$ cat config.mk
export PLATFORM = sky130hd
export DESIGN_NAME = bin_to_bcd_seq_flat
export DESIGN_NICKNAME = d
export VERILOG_FILES = /design/src/rtl/bin_to_bcd_seq_if.sv /design/src/rtl/bin_to_bcd_seq.sv /design/src/flat_wrapper.sv
export SDC_FILE = /design/constraint.sdc
export NUM_CORES = 1
export LEC_CHECK = 0
export ABC_AREA = 1
export BUFFER_PORTS_ARGS = -buffer_cell sky130_fd_sc_hd__clkbuf_2
export CAP_MARGIN = 10
export CELL_PAD_IN_SITES_DETAIL_PLACEMENT = 0
export CELL_PAD_IN_SITES_GLOBAL_PLACEMENT = 1
export CORE_AREA = 10 10 114 116
export CTS_CLUSTER_SIZE = 24
export DETAILED_ROUTE_END_ITERATION = 16
export DIE_AREA = 0 0 124 126
export GPL_ROUTABILITY_DRIVEN = 0
export PLACE_DENSITY = 0.57
export SYNTH_ARGS = -nofsm -noshare
export SYNTH_HDL_FRONTEND = slang
export SYNTH_SLANG_ARGS = --single-unit
$ cat constraint.sdc
create_clock -name clk -period 2.9 [get_ports clk]
set_clock_uncertainty 0.2 [all_clocks]
set_input_delay 0.29 -clock clk [delete_from_list [all_inputs] [get_ports clk]]
set_output_delay 0.29 -clock clk [all_outputs]
set_load 0.03 [all_outputs]
$ cat src/rtl/bin_to_bcd_seq_if.sv
// Handshake bundle for the sequential binary-to-BCD converter.
// The master issues start_op/bin_in. The slave (converter) returns bcd_out/busy/done.
interface bin_to_bcd_seq_if #(
   parameter int MAX_WIDTH = 16,
   parameter int DIGITS    = 5
);
   logic                   start_op;
   logic [MAX_WIDTH-1:0]   bin_in;
   logic [4*DIGITS-1:0]    bcd_out;
   logic                   busy;
   logic                   done;

   modport master (output start_op, bin_in, input bcd_out, busy, done);
   modport slave  (input start_op, bin_in, output bcd_out, busy, done);
endinterface

$ cat src/rtl/bin_to_bcd_seq.sv
// Sequential double-dabble converter: one input bit per clock, start_op/done handshake
// compatible with the long divisor so results can be chained directly on done.
module bin_to_bcd_seq #(
   parameter int MAX_WIDTH = 16,
   parameter int DIGITS    = 5
) (
   input  logic              clk,
   input  logic              rst,
   bin_to_bcd_seq_if.slave   bus
);

   localparam int CNT_W = $clog2(MAX_WIDTH);
   localparam int BCD_W = 4 * DIGITS;
   localparam longint unsigned DEC_RANGE = longint'(10) ** DIGITS;
   localparam longint unsigned BIN_MAX   = (longint'(1) << MAX_WIDTH) - 1;

   if (DEC_RANGE <= BIN_MAX) begin : g_digits_too_few
      $error("bin_to_bcd_seq: DIGITS too small to hold 2**MAX_WIDTH-1");
   end

   typedef enum logic [1:0] {
      IDLE = 2'd0,
      OP   = 2'd1,
      DONE = 2'd2
   } state_t;

   state_t                state, state_next;
   logic [CNT_W-1:0]      cnt;
   logic [MAX_WIDTH-1:0]  bin_sr, bin_shift;
   logic [BCD_W-1:0]      bcd_sr, bcd_adj, bcd_shift;
   logic [BCD_W-1:0]      bcd_q;
   logic                  busy, done;

   // NOTE: every signal written in always_comb gets a default first, so no path can infer a latch.
   always_comb begin
      bcd_adj = bcd_sr;
      for (int d = 0; d < DIGITS; d++) begin
         if (bcd_sr[4*d +: 4] >= 4'd5) bcd_adj[4*d +: 4] = bcd_sr[4*d +: 4] + 4'd3;
      end
      bcd_shift = {bcd_adj[BCD_W-2:0], bin_sr[MAX_WIDTH-1]};
      bin_shift = {bin_sr[MAX_WIDTH-2:0], 1'b0};
   end

   // NOTE: sequential state uses non-blocking assignments only, so every flop samples pre-edge values.
   always_ff @(posedge clk) begin
      if (rst) state <= IDLE;
      else     state <= state_next;
   end

   always_comb begin
      state_next = state;
      case (state)
         IDLE:    if (bus.start_op) state_next = OP;
         OP:      if (cnt == '0) state_next = DONE;
         DONE:    state_next = IDLE;
         default: state_next = IDLE;
      endcase
   end

   // NOTE: the shift registers are reset too. They are tiny, and a clean restart after an aborted conversion is worth it.
   always_ff @(posedge clk) begin
      if (rst) begin
         cnt    <= '0;
         bin_sr <= '0;
         bcd_sr <= '0;
         bcd_q  <= '0;
      end else begin
         case (state)
            IDLE: begin
               if (bus.start_op) begin
                  bin_sr <= bus.bin_in;
                  bcd_sr <= '0;
                  cnt    <= CNT_W'(MAX_WIDTH - 1);
               end
            end
            OP: begin
               bin_sr <= bin_shift;
               bcd_sr <= bcd_shift;
               if (cnt != '0) cnt <= cnt - 1'b1;
               // Publish on the final shift so bcd_out is already valid while done is high.
               if (cnt == '0) bcd_q <= bcd_shift;
            end
            default: ;
         endcase
      end
   end

   always_comb begin
      busy = (state != IDLE);
      done = (state == DONE);
   end

   assign bus.bcd_out = bcd_q;
   assign bus.busy    = busy;
   assign bus.done    = done;

endmodule

$ cat src/flat_wrapper.sv
// flat-port wrapper written by rule: the top's interface ports become plain ports
module bin_to_bcd_seq_flat 
#(
   parameter int MAX_WIDTH = 16,
   parameter int DIGITS    = 5
)
  (clk, rst, bus_start_op, bus_bin_in, bus_bcd_out, bus_busy, bus_done);
  bin_to_bcd_seq_if #(.MAX_WIDTH(MAX_WIDTH), .DIGITS(DIGITS)) bus_i ();
  input  logic clk;
  input  logic rst;
  input wire logic [$bits(bus_i.start_op)-1:0] bus_start_op;
  input wire logic [$bits(bus_i.bin_in)-1:0] bus_bin_in;
  output wire logic [$bits(bus_i.bcd_out)-1:0] bus_bcd_out;
  output wire logic [$bits(bus_i.busy)-1:0] bus_busy;
  output wire logic [$bits(bus_i.done)-1:0] bus_done;
  assign bus_i.start_op = bus_start_op;
  assign bus_i.bin_in = bus_bin_in;
  assign bus_bcd_out = bus_i.bcd_out;
  assign bus_busy = bus_i.busy;
  assign bus_done = bus_i.done;
  bin_to_bcd_seq #(.MAX_WIDTH(MAX_WIDTH), .DIGITS(DIGITS)) u_core (.clk(clk), .rst(rst), .bus(bus_i));
endmodule
; ---- Word level (Yosys, flattened, before mapping)
; Cells that the tools add are included.
[totals]
regBits = 62
inputBits = 19
elab_cells = 45
[classes]
n_addsub = 6
magnitude_cmp = 5
eq_ne = 5
muxes = 15
n_reduce_logical = 9
[op_table]
columns = op, n
row1 = $pmux W20 S2, 1
row2 = $pmux W16 S2, 1
row3 = $mux W4, 6
row4 = $ge A4 B3 Y1 const B, 5
row5 = $mux W20, 1
row6 = $add A4 B2 Y4 const B, 4
row7 = $mux W16, 1
row8 = $pmux W4 S2, 1
row9 = $reduce_and A2 Y1, 3
row10 = $logic_not A4 Y1, 1
row11 = $mux W2, 2
row12 = $ne A2 B1 Y1 const B, 2
row13 = $pmux W2 S2, 1
row14 = $reduce_bool A2 Y1, 2
row15 = $reduce_bool A4 Y1, 1
row16 = $sub A4 B1 Y4 const B, 1
row17 = $add A3 B2 Y3 const B, 1
row18 = $mux W3, 1
row19 = $reduce_and A3 Y1, 1
row20 = $eq A2 B1 Y1 const B, 1
row21 = $eq A2 B2 Y1 const B, 1
row22 = $logic_not A2 Y1, 1
row23 = $ne A2 B2 Y1 const B, 1

; ---- Depth between registers and ports, before layout
[depth]
word_depth = 3
depth_mapped = 10
depth_no_buf = 9

; ---- Least setup slack after synthesis
; OpenSTA, ideal clock, no wires.
[synth_path]
path_type = register -> register
from = register u_core.cnt[0]
to = register u_core.bcd_q[10] (netlist: u_core.bus.bcd_out[10])
arrival_ps = 1302
required_ps = 2581
setup_slack_ps = 1278
path_stages_with_launch = 9
path_buffers = 1
cell_sequence = dfxtp_1 -> inv_1 -> ha_1 -> nand3_1 -> nor2_4 -> inv_2 -> buf_2 -> nand3_1 -> o21ai_1
[synth_between]
elab_chain_cells = 2
[synth_rtl]
columns = element, line_no
row1 = start: declaration, bin_to_bcd_seq.sv:28  ; logic [CNT_W-1:0] cnt;
row2 = start signal: assignment, bin_to_bcd_seq.sv:73  ; cnt <= CNT_W'(MAX_WIDTH - 1);
row3 = start signal: assignment, bin_to_bcd_seq.sv:79  ; if (cnt != '0) cnt <= cnt - 1'b1;
row4 = $logic_not A4 Y1, bin_to_bcd_seq.sv:81  ; if (cnt == '0) bcd_q <= bcd_shift;
row5 = $reduce_and A2 Y1 (no source line), -
row6 = end signal: assignment, bin_to_bcd_seq.sv:81
row7 = end: declaration, bin_to_bcd_seq.sv:31  ; logic [BCD_W-1:0] bcd_q;
; Every way passes these cells.
; A chain may end at the register's enable or synchronous reset.

; ---- Worst setup path after layout
[layout_path]
from = register u_core.cnt[0]
to = register u_core.bcd_q[13] (netlist: u_core.bus.bcd_out[13])
; The elaborated chain is that of the path after synthesis.

==> out/summary.txt <==
OUTCOME
-----------------------------------------------------------------------------
Result of the run .............................................. finished, final reports clean

PWR
-----------------------------------------------------------------------------
Worst-case vdd ir drop .........................................     0.244 mV
Register share of total power ..................................        0.452
Total power ....................................................    0.00206 W
Clock Power Share ..............................................        0.408
Net Sw Power ...................................................   0.000568 W
Sw Share .......................................................        0.276
Comb power frac ................................................        0.140
P per Cell Area ................................................   593 nW/um2
Static leakage power ...........................................      1.54 nW
Cell internal pwr ..............................................    0.00149 W

GLOBAL ROUTE
-----------------------------------------------------------------------------
Antenna violations before repair ...............................            0
Vias in the first global route .................................         2748
Wire length of the first global-routing pass ...................     13300 um
Total global routing overflow ..................................            0
All-layer global routing usage .................................        0.106
Pin count of the biggest net entering global routing ...........           42

DIE
-----------------------------------------------------------------------------
Core ar. .......................................................    10700 um2
Initial standard-cell utilization of the core ..................        0.274
Area enclosed by the die boundary ..............................    15600 um2
IO Pins ........................................................           41
Overall die height .............................................       126 um
Die extent in x ................................................       124 um
Row count ......................................................           38

STA
-----------------------------------------------------------------------------
Hold violation total from the final report .....................            0
Rel. slew slack ................................................        0.595
Count of final setup violators .................................            0
Worst setup margin .............................................     0.934 ns
Setup total negative slack .....................................         0 ns
Final period util ..............................................        0.678
Setup repair after global routing missed its margin ............           no
FMAX ...........................................................      509 MHz
Final Slew Violations ..........................................            0
Final worst path period need ...................................      1.97 ns
Worst Tran Pin Value ...........................................     0.606 ns

PLACED DESIGN
-----------------------------------------------------------------------------
Number of I/O port buffers .....................................           40
Pre-CTS setup slack ............................................     0.902 ns
Post-DP HPWL ...................................................      5460 um
Number of placed instances, taps included ......................          584

SETUP PATH
-----------------------------------------------------------------------------
Worst R2R Setup Slack ..........................................      0.93 ns
Start point of the critical path ............................... u_core.cnt[0]
Worst Path Arrival .............................................      2.00 ns
Crit path launch type ..........................................    flip-flop
Type of the setup path with the least slack ....................   reg -> reg
Critical path capture point type ...............................    flip-flop
Reg2reg start .................................................. u_core.cnt[0]
Highest fanout seen on the critical path .......................           16
Worst EP required ..............................................      2.94 ns

SYNTH
-----------------------------------------------------------------------------
Distinct cells, synth ..........................................           21
Fraction of registers with async set or reset after synthesis ..            0
Synth warn .....................................................            0
Synth area leader .............................................. sky130_fd_sc_hd__dfxtp_1
Synth Area per Inst ............................................     7.01 um2
Portion of the post-synthesis area used by sequential elements .        0.423
Largest cells by area after synthesis .......................... sky130_fd_sc_hd__dfxtp_1 42%, sky130_fd_sc_hd__nand2_1 15%, sky130_fd_sc_hd__nand3_1 7.7%, sky130_fd_sc_hd__a21oi_1 7.3%, sky130_fd_sc_hd__inv_1 4.7%
Area fraction of the dominant cell type after synthesis ........        0.423
Synth Flop Type ................................................ sky130_fd_sc_hd__dfxtp_1
Post-synthesis sequential element count ........................           62
Area of the mapped netlist .....................................     2940 um2
Count of mapped cells out of synthesis .........................          419
Synth Net Count ................................................          449
Number of flops mapped to enable cells by yosys ................            0

CTS
-----------------------------------------------------------------------------
Longest Clk Path Bufs ..........................................            2
Clock insertion delay at the later pin of the skew report ......      0.34 ns
CTS tree .......................................................        built
Clock-pin slew on the worst setup and hold paths ...............      0.07 ns
Cts bufs inserted ..............................................            9
CTS root buffer ................................................ sky130_fd_sc_hd__clkbuf_8
Number of sinks handled by clock tree synthesis ................           62
Maximum level of the CTS H-tree ................................            3

FINAL LAYOUT
-----------------------------------------------------------------------------
Nets ...........................................................          486
Fillcell total .................................................         1190
Core utilization of the finished layout ........................        0.324
Ratio of cells with drive above 1 in the final layout ..........        0.150
Antenna diode count ............................................            0
Commonest non-fill, non-tap cells in the layout ................ 120 x sky130_fd_sc_hd__nand2_1, 62 x sky130_fd_sc_hd__dfxtp_1, 45 x sky130_fd_sc_hd__nand3_1
Layout-stage area growth over the synthesis result .............        18.1%
Most common cell after layout, fill and taps aside ............. sky130_fd_sc_hd__nand2_1
Number of non-filler instances in the completed layout .........          601

DRT
-----------------------------------------------------------------------------
Violation count after the first detailed-route iteration .......          137
Via count ......................................................         2713
Drt via density ................................................         4.51
Average wire per standard cell .................................      13.3 um
Post-detailed-route DRC marker count ...........................            0
Total iterations of the first detailed-routing run .............            4
Antenna-violating nets left ....................................            0
Detailed Route WL ..............................................      7970 um

MIN PATH
-----------------------------------------------------------------------------
Path class of the lowest-slack min-delay path ..................    in -> reg
Origin of the worst min-delay path ............................. bus_bin_in[12]

JOB
-----------------------------------------------------------------------------
Count of max-cap constraint violations .........................            0

kinds of logic (layout without fill, tap and decap cells):
logic type / count (synthesis) / after routing / share of synthesized area
flip-flops: 62 / 62 / 0.423
AND/OR/NAND/NOR: 205 / 205 / 0.302
buffers and inverters: 61 / 103 / 0.0861
AO/OA/AOI/OAI: 79 / 79 / 0.139
adder cells (fa/ha/maj): 11 / 11 / 0.0469
multiplexers: 1 / 1 / 0.00341
state kept, by name, indices dropped and copies added, names as in the netlist:
register and count:
u_core.cnt 4, u_core.state 2, u_core.bin_sr 16, u_core.bus.bcd_out 20
u_core.bcd_sr 20
power by group through the flow:
stage | clock network (W) | registers (W) | logic (W)
after global placement | 0 | 0.000950 | 0.000288
after detailed placement | 0 | 0.000949 | 0.000291
after global routing | 0.000910 | 0.000935 | 0.000329
after floorplan | 0 | 0.000964 | 0.000198
final | 0.000840 | 0.000929 | 0.000288
after CTS | 0.000875 | 0.000929 | 0.000293
through the flow:
step / area [um2] / hold slack [ns]
floorplan: 2940 / 0.238
finish: 3470 / 0.0421
detailed placement: 3240 / 0.257
global placement: 3240 / 0.252
global route: 3470 / 0.0586
CTS: 3470 / 0.0292
worst max-delay path, stage by stage (launching register included):
cell and delay, ns:
sky130_fd_sc_hd__dfxtp_1 0.30, sky130_fd_sc_hd__inv_1 0.10, sky130_fd_sc_hd__ha_1 0.20, sky130_fd_sc_hd__nand3_1 0.21, sky130_fd_sc_hd__nor2_4 0.39, sky130_fd_sc_hd__inv_2 0.24
sky130_fd_sc_hd__a21oi_1 0.18, sky130_fd_sc_hd__nor2_1 0.05
path summary, 6_finish.rpt:
check / endpoint / cells past startpoint
worst max register to register: u_core.bus.bcd_out[13] / 7
worst min-delay path: u_core.bin_sr[12] / 3
worst max-delay path: u_core.bus.bcd_out[13] / 7
worst min register to register: u_core.bin_sr[0] / 2
per-layer routing:
layer,vias up,GRT usage,share of wire
li1,1446,-,-
met1,1212,0.132,0.48
met2,45,0.166,0.45
met3,10,0.0402,0.056
met4,0,0.0325,0.015
met5,-,0,0
cell type report:
cell class / count / area [um2] / area share
Tap cell: 140 / 175 / 0.0505
Sequential cell: 62 / 1240 / 0.358
Multi-Input combinational cell: 296 / 1440 / 0.416
Clock buffer: 12 / 145 / 0.0419
Inverter: 43 / 161 / 0.0466
Timing Repair Buffer: 44 / 233 / 0.0671
Clock inverter: 4 / 70.1 / 0.0202
cell usage after synthesis (3+ instances only):
cell,n
sky130_fd_sc_hd__nor2_4,3
sky130_fd_sc_hd__nor2_1,23
sky130_fd_sc_hd__o22ai_1,7
sky130_fd_sc_hd__o21ai_1,13
sky130_fd_sc_hd__inv_2,6
sky130_fd_sc_hd__nand2_1,120
sky130_fd_sc_hd__nand3_1,45
sky130_fd_sc_hd__inv_1,37
sky130_fd_sc_hd__o21ai_0,15
sky130_fd_sc_hd__nand4_1,11
sky130_fd_sc_hd__clkbuf_1,8
sky130_fd_sc_hd__buf_2,7
sky130_fd_sc_hd__dfxtp_1,62
sky130_fd_sc_hd__ha_1,11
sky130_fd_sc_hd__a21oi_1,43
repair_timing:
action	4_1_cts	5_1_grt
buffers inserted	0	0
hold buffers	1	0
endpoints found under the hold margin	1	0
gates resized for setup	0	0
No activity file was read; power rests on OpenSTA's default activity.
